$ cat config.mk
export PLATFORM = sky130hd
export DESIGN_NAME = multi_debouncer
export DESIGN_NICKNAME = d
export VERILOG_FILES = /design/src/rtl/multi_debouncer.sv
export SDC_FILE = /design/constraint.sdc
export NUM_CORES = 1
export LEC_CHECK = 0
export BUFFER_PORTS_ARGS = -buffer_cell sky130_fd_sc_hd__buf_4
export CAP_MARGIN = 20
export CORE_ASPECT_RATIO = 1.1
export CORE_UTILIZATION = 45
export DETAILED_ROUTE_END_ITERATION = 16
export GPL_TIMING_DRIVEN = 0
export PLACE_DENSITY = 0.73
export SYNTH_ARGS = -nofsm -noshare
export SYNTH_HDL_FRONTEND = slang
export SYNTH_SLANG_ARGS = --single-unit
$ cat constraint.sdc
create_clock -name clk -period 1.3 [get_ports clk]
set_input_delay 0.195 -clock clk [delete_from_list [all_inputs] [get_ports clk]]
set_output_delay 0.195 -clock clk [all_outputs]
set_load 0.01 [all_outputs]
$ cat src/rtl/multi_debouncer.sv
`default_nettype none
// ============================================================================
//  Module      : multi_debouncer
//  Description : N-channel push-button debouncer. Each channel has a 2-flop
//                synchroniser, a stability counter, a debounced level and
//                registered one-cycle press / release pulses.
//                Optional auto-repeat of press on held buttons is enabled by
//                defining the macro DEBOUNCE_AUTOREPEAT_EN.
//                The release pulse port is named release_pulse because
//                "release" is a reserved word in SystemVerilog.
//  Revision    : 1.0 - initial release
// ============================================================================
module multi_debouncer #(
    parameter int CHANNELS      = 4,
    parameter int STABLE_CYCLES = 4,
    parameter int REPEAT_DELAY  = 50,
    parameter int REPEAT_PERIOD = 10
) (
    input  logic                clk,
    input  logic                rst,
    input  logic [CHANNELS-1:0] btn,
    output logic [CHANNELS-1:0] level,
    output logic [CHANNELS-1:0] press,
    output logic [CHANNELS-1:0] release_pulse
);

    localparam int                 c_CNT_W    = $clog2(STABLE_CYCLES + 1);
    localparam logic [c_CNT_W-1:0] c_CNT_LAST = c_CNT_W'(STABLE_CYCLES - 1);

    localparam logic [0:0] c_ST_LOW  = 1'b0;
    localparam logic [0:0] c_ST_HIGH = 1'b1;

    logic [CHANNELS-1:0] r_sync1;
    logic [CHANNELS-1:0] r_sync2;

    // Two-flop synchroniser; nothing downstream looks at btn directly.
    always_ff @(posedge clk) begin
        if (rst) begin
            r_sync1 <= '0;
            r_sync2 <= '0;
        end else begin
            r_sync1 <= btn;
            r_sync2 <= r_sync1;
        end
    end

    generate
        for (genvar i = 0; i < CHANNELS; i++) begin : g_ch
            logic [0:0]         r_state;
            logic [0:0]         w_state_nxt;
            logic [c_CNT_W-1:0] r_cnt;
            logic [c_CNT_W-1:0] w_cnt_nxt;
            logic               w_rise;
            logic               w_fall;
            logic               w_repeat;
            logic               r_press;
            logic               r_rel;

            // Level FSM next state: count consecutive differing samples and
            // flip once STABLE_CYCLES of them have been seen in a row.
            always_comb begin
                w_state_nxt = r_state;
                w_cnt_nxt   = '0;
                w_rise      = 1'b0;
                w_fall      = 1'b0;
                case (r_state)
                    c_ST_LOW: begin
                        if (r_sync2[i]) begin
                            if (r_cnt == c_CNT_LAST) begin
                                w_state_nxt = c_ST_HIGH;
                                w_rise      = 1'b1;
                            end else begin
                                w_cnt_nxt = r_cnt + 1'b1;
                            end
                        end
                    end
                    c_ST_HIGH: begin
                        if (!r_sync2[i]) begin
                            if (r_cnt == c_CNT_LAST) begin
                                w_state_nxt = c_ST_LOW;
                                w_fall      = 1'b1;
                            end else begin
                                w_cnt_nxt = r_cnt + 1'b1;
                            end
                        end
                    end
                    default: w_state_nxt = c_ST_LOW;
                endcase
            end

            // State, counter and registered event pulses.
            always_ff @(posedge clk) begin
                if (rst) begin
                    r_state <= c_ST_LOW;
                    r_cnt   <= '0;
                    r_press <= 1'b0;
                    r_rel   <= 1'b0;
                end else begin
                    r_state <= w_state_nxt;
                    r_cnt   <= w_cnt_nxt;
                    r_press <= w_rise | w_repeat;
                    r_rel   <= w_fall;
                end
            end

`ifdef DEBOUNCE_AUTOREPEAT_EN
            localparam int c_HOLD_MAX = (REPEAT_DELAY > REPEAT_PERIOD) ?
                                        REPEAT_DELAY : REPEAT_PERIOD;
            localparam int c_HOLD_W   = $clog2(c_HOLD_MAX + 1);
            localparam logic [c_HOLD_W-1:0] c_DELAY_LAST  = c_HOLD_W'(REPEAT_DELAY - 1);
            localparam logic [c_HOLD_W-1:0] c_PERIOD_LAST = c_HOLD_W'(REPEAT_PERIOD - 1);

            logic [c_HOLD_W-1:0] r_hold;
            logic [c_HOLD_W-1:0] w_hold_nxt;
            logic                r_phase;
            logic                w_phase_nxt;

            // Hold timer: first wait REPEAT_DELAY, then REPEAT_PERIOD between
            // repeats. Held at zero outside HIGH and on the release edge, so
            // a repeat can never coincide with release.
            always_comb begin
                w_hold_nxt  = '0;
                w_phase_nxt = 1'b0;
                w_repeat    = 1'b0;
                if ((r_state == c_ST_HIGH) && !w_fall) begin
                    w_phase_nxt = r_phase;
                    if (r_hold == (r_phase ? c_PERIOD_LAST : c_DELAY_LAST)) begin
                        w_repeat    = 1'b1;
                        w_hold_nxt  = '0;
                        w_phase_nxt = 1'b1;
                    end else begin
                        w_hold_nxt = r_hold + 1'b1;
                    end
                end
            end

            // Hold timer registers.
            always_ff @(posedge clk) begin
                if (rst) begin
                    r_hold  <= '0;
                    r_phase <= 1'b0;
                end else begin
                    r_hold  <= w_hold_nxt;
                    r_phase <= w_phase_nxt;
                end
            end
`else
            assign w_repeat = 1'b0;
`endif

            assign level[i]         = r_state[0];
            assign press[i]         = r_press;
            assign release_pulse[i] = r_rel;
        end
    endgenerate

endmodule
`default_nettype wire
---- After elaboration in Yosys (flattened, before gate mapping) ----
Index checks and enable logic that the tools add are counted.
word-level totals
  latch bits .............................. 0
  memory bits (read-only) ................. 0
  logic and storage cells ................. 74
  output and inout port bits .............. 12
  memories ................................ 0
  bits in writable memories ............... 0
  flip-flop bits (word level) ............. 32
cells by class
  bitwise logic cells ..................... 4
  multiply operators ...................... 0
  order comparisons ....................... 0
  divide/modulo/power cells ............... 0
  add/subtract/negate cells ............... 4
  reductions and logical operators ........ 8
  multiplexer cells ....................... 36
  shift-type cells ........................ 0
  eq/ne operators ......................... 4
operators by type and width
  kind                                           number
  two-way mux 3 bit                              12
  one-hot mux 3 bit (2 select lines)             4
  two-way mux 1 bit                              16
  adder 3 x 1 -> 3 bit, second input constant    4
  == test 3 x 2 -> 1 bit, second input constant  4
  OR reduction 3 bit                             4
  one-hot mux 1 bit (2 select lines)             4
  OR reduction 2 bit                             4
  inverter 1 bit                                 4

---- Depth between registers and ports, before layout ----
Gate-level depths: netlist of run 1.
  depth in word-level cells ............... 4
  gate-level depth with buffers ........... 4
  depth with buffers taken out ............ 3

---- Least setup slack after synthesis of run 1 ----
No wires, ideal clock.
  path kind ............................... reg-to-reg
  start ................................... register g_ch[3].r_cnt[0]
  end ..................................... register g_ch[3].r_press
  stages on the path, launching flop included .. 4
  buffers on the path ..................... 0
  library setup time ...................... 0.096 ns
  period minus slack after synthesis ...... 1.018 ns
  required time ........................... 1.204 ns
  slack ................................... 0.282 ns
  data arrival time ....................... 0.922 ns
  cells stage by stage .................... dfxtp_1 -> ha_1 -> or2b_1 -> nor4b_1
on the way
  word-level cells in the longest chain between the ends .. 3
RTL lines
  element                   line  source
  start: declaration        51    logic [c_CNT_W-1:0] r_cnt;
  start signal: assignment  100   r_cnt <= w_cnt_nxt;
  == test 3 x 2 -> 1 bit    69    if (r_cnt == c_CNT_LAST) begin
  two-way mux 1 bit         69
  two-way mux 1 bit         n/a
  end signal: assignment    101   r_press <= w_rise | w_repeat;
  end: declaration          56    logic r_press;
No other way between the ends.
A chain may end at the register's enable or synchronous reset.

==> results of run 1 <==
-- through the flow --
| step | setup slack, ns | hold slack (ns) | total power (W) |
|---|---|---|---|
| after floorplan | 0.282 | 0.323 | 0.00107 |
| after global placement | 0.232 | 0.405 | 0.00109 |
| after detailed placement | 0.167 | 0.410 | 0.00109 |
| after CTS | 0.0965 | 0.0663 | 0.00192 |
| after global routing | 0.0235 | 0.0680 | 0.00199 |
| final | 0.119 | 0.0869 | 0.00190 |
-- routing by layer --
| layer | vias up | global-route usage, % | routed length (um) |
|---|---|---|---|
| met5 | - | 0 | 0 |
| met1 | 366 | 16.6 | 841 |
| li1 | 402 | - | - |
| met2 | 12 | 24.4 | 831 |
| met4 | 0 | 9.40 | 43 |
| met3 | 5 | 5.87 | 70 |
-- cell type report --
cell class / instances / area share [%]
timing repair buffer: 16 / 7.99
tap: 31 / 2.58
clock inverter: 1 / 2.00
clock buffer: 7 / 4.33
sequential: 32 / 42.6
multi-input combinational: 56 / 31.9
buffer: 16 / 8.58
-- power breakdown --
group          switching (W)  internal (W)  total [W]
Combinational      0.0000294     0.0000348  0.0000642
Sequential        0.00000873      0.000995    0.00100
Clock               0.000320      0.000511   0.000831
-- cell families (layout without fill, tap and decap cells) --
family,after synthesis,after routing,synth area share (%)
XOR/XNOR,4,4,2.81
flip-flops,32,32,51.3
AND/OR/NAND/NOR,44,44,30.0
adder cells (fa/ha/maj),4,4,4.01
buffers and inverters,16,40,10.3
AO/OA/AOI/OAI,4,4,1.60
-- cell usage in the layout, fill, tap and decap left out --
cell	netlist	layout
clkbuf_8	0	2
bufinv_16	0	1
nand4bb_1	4	4
dfxtp_1	32	32
nor4b_2	6	6
nor4b_1	10	10
nand2b_1	7	7
xnor2_1	4	4
nor4_1	4	4
ha_1	4	4
buf_4	12	28
buf_6	3	3
nor2b_1	12	12
clkbuf_4	0	5
or2b_1	1	1
buf_2	1	1
o21ai_1	4	4
-- synthesized netlist by cell type --
cell,n,area [um2]
ha_1,4,50.1
nand4bb_1,4,45.0
buf_6,3,33.8
xnor2_1,4,35.0
nor4b_1,10,87.6
nor2b_1,12,75.1
o21ai_1,4,20.0
nor4b_2,6,90.1
buf_4,12,90.1
buf_2,1,5.00
nor4_1,4,25.0
or2b_1,1,7.51
dfxtp_1,32,641
nand2b_1,7,43.8
-- worst paths after layout --
check,from,to,cells after the start
worst max-delay path,register,level[2],2
worst min register to register,g_ch[3].r_cnt[0],g_ch[3].r_cnt[0],1
worst max register to register,g_ch[3].r_cnt[0],g_ch[3].r_press,3
worst min-delay path,btn[2],r_sync1[2],2
==> impl_metrics.py, run 1 <==
metrics = {
    "setup_path": {
        "crit_chain": "buf_4, buf_4",
        "path_buf_inv": 2,
        "crit_arrival_ns": 0.99,
        "crit_family": "flip-flops",
        "worst_setup_path_end_kind": "output port",
        "worst-path-max-fanout": 5,
        "ff2ff_setup_slack_ns": 0.16,
        "cpMostUsedCell": "buf_4",
        "cp_slowest_cell": "dfxtp_1",
        "cp.required_ns": 1.11,
        "path_class": "reg2out",
        "startpoint_type": "register",
        "max_stage_delay_ns": 0.43,
    },
    "layout": {
        "fill_cells": 236,
        "syn_to_final_growth_pct": 20.3,
        "regArea_um2": 641,
        "layout.nets": 137,
        "final_core_util_pct": 58.5,
        "final_cell_count_no_fill": 159,
        "final_area_um2": 1500,
        "multi_input_area_um2": 479,
        "diodes": 0,
        "drive_gt1_share_pct": 35.9,
    },
    "clocking": {
        "path_clk_slew_ns": 0.10,
        "clock-sinks": 32,
        "cts_tree": "yes",
        "clock_latency_ns": 0.32,
        "clockBufferDepth": 2,
        "cts_inserted_buffers": 5,
        "htree_levels": 2,
        "cts_root_buffer": "clkbuf_4",
        "cts_resized": 0,
        "cts_hold_buf": 0,
        "post_cts_buffers": 0,
    },
    "power": {
        "peakVddDrop_uv": 793,
        "leakage_nw": 0.601,
        "powerDensity_nw_per_um2": 1260,
    },
    "worst_hold_path": {
        "hold_path_class": "in2reg",
    },
    "drt": {
        "routed_wl_mm": 1.79,
        "via_per_inst": 4.94,
        "dr.pass1.iters": 4,
        "vias": 785,
        "routedWlPerCell_um": 11.2,
        "final_antenna_net_count": 0,
        "drc_errors": 0,
        "drtIter0Drc": 5,
    },
    "placement": {
        "routabilityCongestion": 0.759,
        "place_inst": 151,
        "placedInstanceArea_um2": 1410,
        "hpwlAfterDp_mm": 1.28,
        "portBuffers": 16,
    },
    "die": {
        "fp.dieH_um": 57.3,
        "core-area_um2": 2570,
        "die_x_um": 52.2,
        "initial_core_util_pct": 48.6,
        "rows": 19,
        "ios": 18,
        "die_area_um2": 2990,
    },
    "logic_synthesis": {
        "syn_area_um2": 1250,
        "yosys.cell_types.count": 14,
        "netlist_instances": 104,
        "yosysSeqAreaShare_pct": 51.3,
        "yosysWarnings": 0,
        "avgSynthCellArea_um2": 12.0,
        "syn-num-nets": 114,
        "ys_ff_latch": 32,
    },
    "sta": {
        "slew_violations": 0,
        "finalSetupViolCount": 0,
        "clock.fmax_mhz": 847,
        "fin_crit_ns": 1.18,
        "slew-limit-headroom_pct": 77.3,
        "finalHoldViolations": 0,
        "setup_tns_ns": 0,
        "rsz0062_at_grt": "false",
        "fin_crit_sh_pct": 90.9,
        "tightest_slew_ns": 0.338,
        "clock_skew_ns": 0.00540,
    },
    "global_routing": {
        "grt_start_max_net_pins": 11,
        "grt_pass1_wl_mm": 3.26,
        "grt.overflow.total": 0,
        "track_usage_pct": 15.2,
        "first_global_vias": 764,
        "antenna_found_initial": 0,
    },
    "run_status": {
        "outcome": "complete, no violations",
    },
    "flow_run": {
        "cap_violations": 0,
    },
}
Note: power is estimated with default switching activity, not from simulation.
==> run 2: changes to the inputs <==
--- a/config.mk
+++ b/config.mk
@@ -8,10 +8,10 @@
 export BUFFER_PORTS_ARGS = -buffer_cell sky130_fd_sc_hd__buf_4
 export CAP_MARGIN = 20
 export CORE_ASPECT_RATIO = 1.1
-export CORE_UTILIZATION = 45
+export CORE_UTILIZATION = 44
 export DETAILED_ROUTE_END_ITERATION = 16
 export GPL_TIMING_DRIVEN = 0
-export PLACE_DENSITY = 0.73
+export PLACE_DENSITY = 0.72
 export SYNTH_ARGS = -nofsm -noshare
 export SYNTH_HDL_FRONTEND = slang
 export SYNTH_SLANG_ARGS = --single-unit
==> run 2 against run 1 <==
Clock skew is 0.0019 ns higher. Register-to-register slack gained 0.03 ns. Sequential power barely moved. Via count grew 0.38%. Utilization is 0.54 points lower. Power hardly changed. Worst setup slack gained 0.0098 ns. Clock power is essentially flat. Sequential cell count unchanged. Hold slack worse by 0.00093 ns. Cell area unchanged. Critical path type unchanged. Largest cell class unchanged.
==> impl_metrics.py, run 2 (synthesis gave the netlist of run 1 again) <==
metrics = {
    "run_status": {
        "outcome": "complete, no violations",
    },
    "die": {
        "rows": 19,
        "core-area_um2": 2590,
        "fp.dieH_um": 57.9,
        "initial_core_util_pct": 48.2,
        "die_x_um": 52.8,
        "die_area_um2": 3060,
        "ios": 18,
    },
    "layout": {
        "layout_commonest_cell": "dfxtp_1",
        "final_area_um2": 1500,
        "diodes": 0,
        "layout.nets": 137,
        "syn_to_final_growth_pct": 20.3,
        "final_core_util_pct": 58.0,
        "fill_cells": 218,
        "final_cell_mix": "dfxtp_1, buf_4, nor2b_1",
        "drive_gt1_share_pct": 35.9,
    },
    "power": {
        "peakVddDrop_uv": 884,
        "swShare_pct": 18.8,
        "p_int_w": 0.00154,
        "leakage_nw": 0.601,
        "p_sw_w": 0.000357,
        "power_frac_comb_pct": 3.4,
        "sequentialPowerShare_pct": 52.9,
        "powerDensity_nw_per_um2": 1260,
        "clkPwrFrac_pct": 43.7,
    },
    "placement": {
        "hpwlAfterDp_mm": 1.24,
        "routabilityCongestion": 0.760,
        "pre_cts_ws_ns": 0.206,
        "placedInstanceArea_um2": 1410,
        "portBuffers": 16,
    },
    "clocking": {
        "cts_hold_buf": 0,
        "clockBufferDepth": 2,
        "cts_resized": 0,
        "path_clk_slew_ns": 0.10,
        "clock-sinks": 32,
        "htree_levels": 2,
        "post_cts_buffers": 0,
        "cts_inserted_buffers": 5,
        "cts_tree": "yes",
        "clock_latency_ns": 0.32,
        "cts_root_buffer": "clkbuf_4",
    },
    "worst_hold_path": {
        "hold_path_class": "in2reg",
    },
    "setup_path": {
        "cp_slowest_cell": "dfxtp_1",
        "max_stage_delay_ns": 0.42,
        "worst_setup_path_end_kind": "output port",
        "cp.required_ns": 1.11,
        "crit_arrival_ns": 0.98,
        "worst-path-max-fanout": 5,
        "path_class": "reg2out",
        "startpoint_type": "register",
        "cpMostUsedCell": "buf_4",
        "crit_chain": "buf_4, buf_4",
    },
    "sta": {
        "fin_crit_sh_pct": 90.1,
        "finalHoldWorstSlack_ns": 0.0860,
        "layout_setup_ws_ns": 0.129,
        "slew-limit-headroom_pct": 75.7,
        "fin_crit_ns": 1.17,
        "clock_skew_ns": 0.00727,
        "setup_tns_ns": 0,
        "clock.fmax_mhz": 854,
        "slew_violations": 0,
        "rsz0062_at_grt": "false",
        "tightest_slew_ns": 0.362,
        "finalSetupViolCount": 0,
        "finalHoldViolations": 0,
    },
    "drt": {
        "routed_wl_mm": 1.72,
        "final_antenna_net_count": 0,
        "dr.pass1.iters": 4,
        "routedWlPerCell_um": 10.8,
        "via_per_inst": 4.96,
        "vias": 788,
        "drtIter0Drc": 16,
        "drc_errors": 0,
    },
    "global_routing": {
        "track_usage_pct": 14.7,
        "antenna_found_initial": 0,
        "grt_start_max_net_pins": 11,
        "grt.overflow.total": 0,
        "first_global_vias": 789,
        "grt_pass1_wl_mm": 3.24,
    },
    "flow_run": {
        "cap_violations": 0,
    },
}
[run 2: through the flow]
| step | power (W) | std cells |
|---|---|---|
| floorplan | 0.00107 | 104 |
| global placement | 0.00109 | 151 |
| detailed placement | 0.00109 | 151 |
| CTS | 0.00192 | 159 |
| global route | 0.00196 | 159 |
| finish | 0.00190 | 159 |
[run 2: layout make-up]
cell class	count	area, um2	share of cell area (%)
Multi-Input combinational cell	56	479	31.9
Buffer	16	129	8.58
Clock buffer	7	65.1	4.33
Clock inverter	1	30.0	2.00
Sequential cell	32	641	42.6
Tap cell	31	38.8	2.58
Timing Repair Buffer	16	120	7.99
[run 2: path summary, 6_finish.rpt]
kind | from | cells past startpoint | to | slack (ns)
hold reg to reg | g_ch[2].r_cnt[0] | 1 | g_ch[2].r_cnt[0] | 0.43
setup / recovery | register | 2 | level[0] | 0.13
setup reg to reg | g_ch[3].r_cnt[0] | 3 | g_ch[3].r_press | 0.19
hold / removal | btn[0] | 2 | r_sync1[0] | 0.09
[run 2: power by group through the flow]
stage          clock network [W]  registers (W)  logic (W)
5_1_grt                 0.000882        0.00101  0.0000719
3_3_place_gp                   0        0.00103  0.0000642
2_1_floorplan                  0        0.00102  0.0000470
4_1_cts                 0.000850        0.00100  0.0000661
3_5_place_dp                   0        0.00103  0.0000660
6_report                0.000830        0.00100  0.0000644
[run 2: per-layer routing]
layer,routed length [um],up-vias,global-route usage [%],share of wire [%]
met5,0,-,0,0
li1,-,401,-,-
met3,70,5,4.72,4.1
met2,863,13,24.2,50
met4,34,0,7.89,2.0
met1,747,369,16.4,44
[run 2: worst max-delay path: cells and delay by family (launching register included)]
kind | cells | cell delay, ns
buffers and inverters | 2 | 0.23
flip-flops | 1 | 0.42
==> run 3: changes to the inputs <==
--- a/config.mk
+++ b/config.mk
@@ -12,6 +12,7 @@
 export DETAILED_ROUTE_END_ITERATION = 16
 export GPL_TIMING_DRIVEN = 0
 export PLACE_DENSITY = 0.72
+export REMOVE_ABC_BUFFERS = 1
 export SYNTH_ARGS = -nofsm -noshare
 export SYNTH_HDL_FRONTEND = slang
 export SYNTH_SLANG_ARGS = --single-unit
==> run 3 against run 2 <==
Global-route usage fell by 1.8 points. Fmax rose by 1.9%. Sequential cell count did not move. Via count fell by 8.2%. Sequential power barely moved. Highest routed layer unchanged. Cell area fell by 9.9%. Clock skew fell by 0.0029 ns. Hold slack got worse by 0.0069 ns. Die area did not move. Utilization fell by 5.7 points.
==> impl_metrics.py, run 3 (synthesis gave the netlist of run 1 again) <==
metrics = {
    "sta": {
        "clock_skew_ns": 0.00433,
        "finalHoldWorstSlack_ns": 0.0791,
        "rsz0062_at_grt": "false",
        "fin_crit_ns": 1.15,
        "setup_tns_ns": 0,
        "fin_crit_sh_pct": 88.4,
        "finalHoldViolations": 0,
        "slew-limit-headroom_pct": 71.6,
        "finalSetupViolCount": 0,
        "clock.fmax_mhz": 870,
        "tightest_slew_ns": 0.422,
        "slew_violations": 0,
    },
    "worst_hold_path": {
        "hold_path_class": "in2reg",
    },
    "setup_path": {
        "crit_chain": "ha_1, or2b_1, nor4b_1",
        "ff2ff_setup_slack_ns": 0.15,
        "max_stage_delay_ns": 0.35,
        "worst-path-max-fanout": 4,
        "path_class": "reg2reg",
        "crit_arrival_ns": 1.38,
        "cp_slowest_cell": "dfxtp_1",
        "startpoint_type": "register",
        "cp.required_ns": 1.53,
        "worst_setup_path_end_kind": "register",
    },
    "die": {
        "initial_core_util_pct": 48.2,
        "die_x_um": 52.8,
        "fp.dieH_um": 57.9,
        "die_area_um2": 3060,
        "rows": 19,
        "core-area_um2": 2590,
        "ios": 18,
    },
    "power": {
        "peakVddDrop_uv": 939,
        "powerDensity_nw_per_um2": 1200,
        "leakage_nw": 0.505,
    },
    "run_status": {
        "outcome": "complete, no violations",
    },
    "drt": {
        "drc_errors": 0,
        "via_per_inst": 5.02,
        "dr.pass1.iters": 4,
        "routedWlPerCell_um": 11.4,
        "drtIter0Drc": 8,
        "vias": 723,
        "routed_wl_mm": 1.64,
        "final_antenna_net_count": 0,
    },
    "clocking": {
        "cts_tree": "yes",
        "htree_levels": 2,
        "path_clk_slew_ns": 0.09,
        "cts_inserted_buffers": 5,
        "clock-sinks": 32,
        "cts_root_buffer": "clkbuf_4",
        "clock_latency_ns": 0.32,
        "clockBufferDepth": 2,
    },
    "flow_run": {
        "cap_violations": 0,
    },
    "global_routing": {
        "grt_pass1_wl_mm": 2.77,
        "grt.overflow.total": 0,
        "first_global_vias": 671,
        "grt_start_max_net_pins": 37,
        "track_usage_pct": 12.8,
        "antenna_found_initial": 0,
    },
    "layout": {
        "syn_to_final_growth_pct": 8.42,
        "final_cell_mix": "dfxtp_1, buf_4, nor2b_1",
        "layout_commonest_cell": "dfxtp_1",
        "fill_cells": 240,
        "regArea_um2": 641,
        "multi_input_area_um2": 485,
        "drive_gt1_share_pct": 28.3,
        "final_core_util_pct": 52.2,
        "diodes": 0,
        "layout.nets": 122,
        "final_cell_count_no_fill": 144,
    },
    "placement": {
        "portBuffers": 17,
        "hpwlAfterDp_mm": 1.09,
        "routabilityCongestion": 0.700,
        "place_inst": 136,
    },
}
run 3: cell count changes in the layout (fill, tap and decap cells not counted), sizes merged:
cell    change
buf        -15
clkinv      +2
bufinv      -1
clkbuf      -1
run 3: critical path: cells and delay by family, from the launching register on:
| family | cells | cell delay [ns] |
|---|---|---|
| and+or+nand+nor | 2 | 0.50 |
| DFF | 1 | 0.35 |
| adders and majority gates | 1 | 0.22 |
run 3: stage by stage:
step | area [um2] | power [W] | setup WS, ns
5_1_grt | 1350 | 0.00170 | 0.0690
3_5_place_dp | 1290 | 0.00108 | 0.135
2_1_floorplan | 1120 | 0.00105 | 0.282
6_report | 1350 | 0.00162 | 0.151
3_3_place_gp | 1290 | 0.00108 | 0.201
4_1_cts | 1350 | 0.00165 | 0.108
run 3: worst paths after layout:
path	startpoint	to	cells after the start
max reg2reg	g_ch[3].r_cnt[0]	g_ch[3].r_press	3
min reg2reg	g_ch[1].r_cnt[0]	g_ch[1].r_cnt[0]	1
min	btn[3]	r_sync1[3]	2
max	g_ch[3].r_cnt[0]	g_ch[3].r_press	3
run 3: what timing repair did:
action,CTS,global route
hold endpoints to repair,0,0
buffers inserted,0,0
hold buffers,0,0
setup endpoints to repair,0,1
gates resized for setup,0,1
run 3: final cells by class:
type,instances,area share [%]
Multi-Input combinational cell,56,35.9
Clock buffer,6,3.79
Timing Repair Buffer,17,9.43
Tap cell,31,2.87
Sequential cell,32,47.3
Clock inverter,2,0.739
run 3: power breakdown:
group          internal, W  leakage (nW)  switching (W)
clock network     0.000257        0.0380       0.000310
logic            0.0000268         0.207      0.0000272
registers         0.000995         0.260     0.00000884
total              0.00128         0.505       0.000346
run 3: routing by layer:
metal,up-vias,wire (um),track usage (%)
li1,373,-,-
met1,324,810,15.8
met2,21,694,17.4
met3,5,98,6.04
met4,0,37,9.02
met5,-,0,0
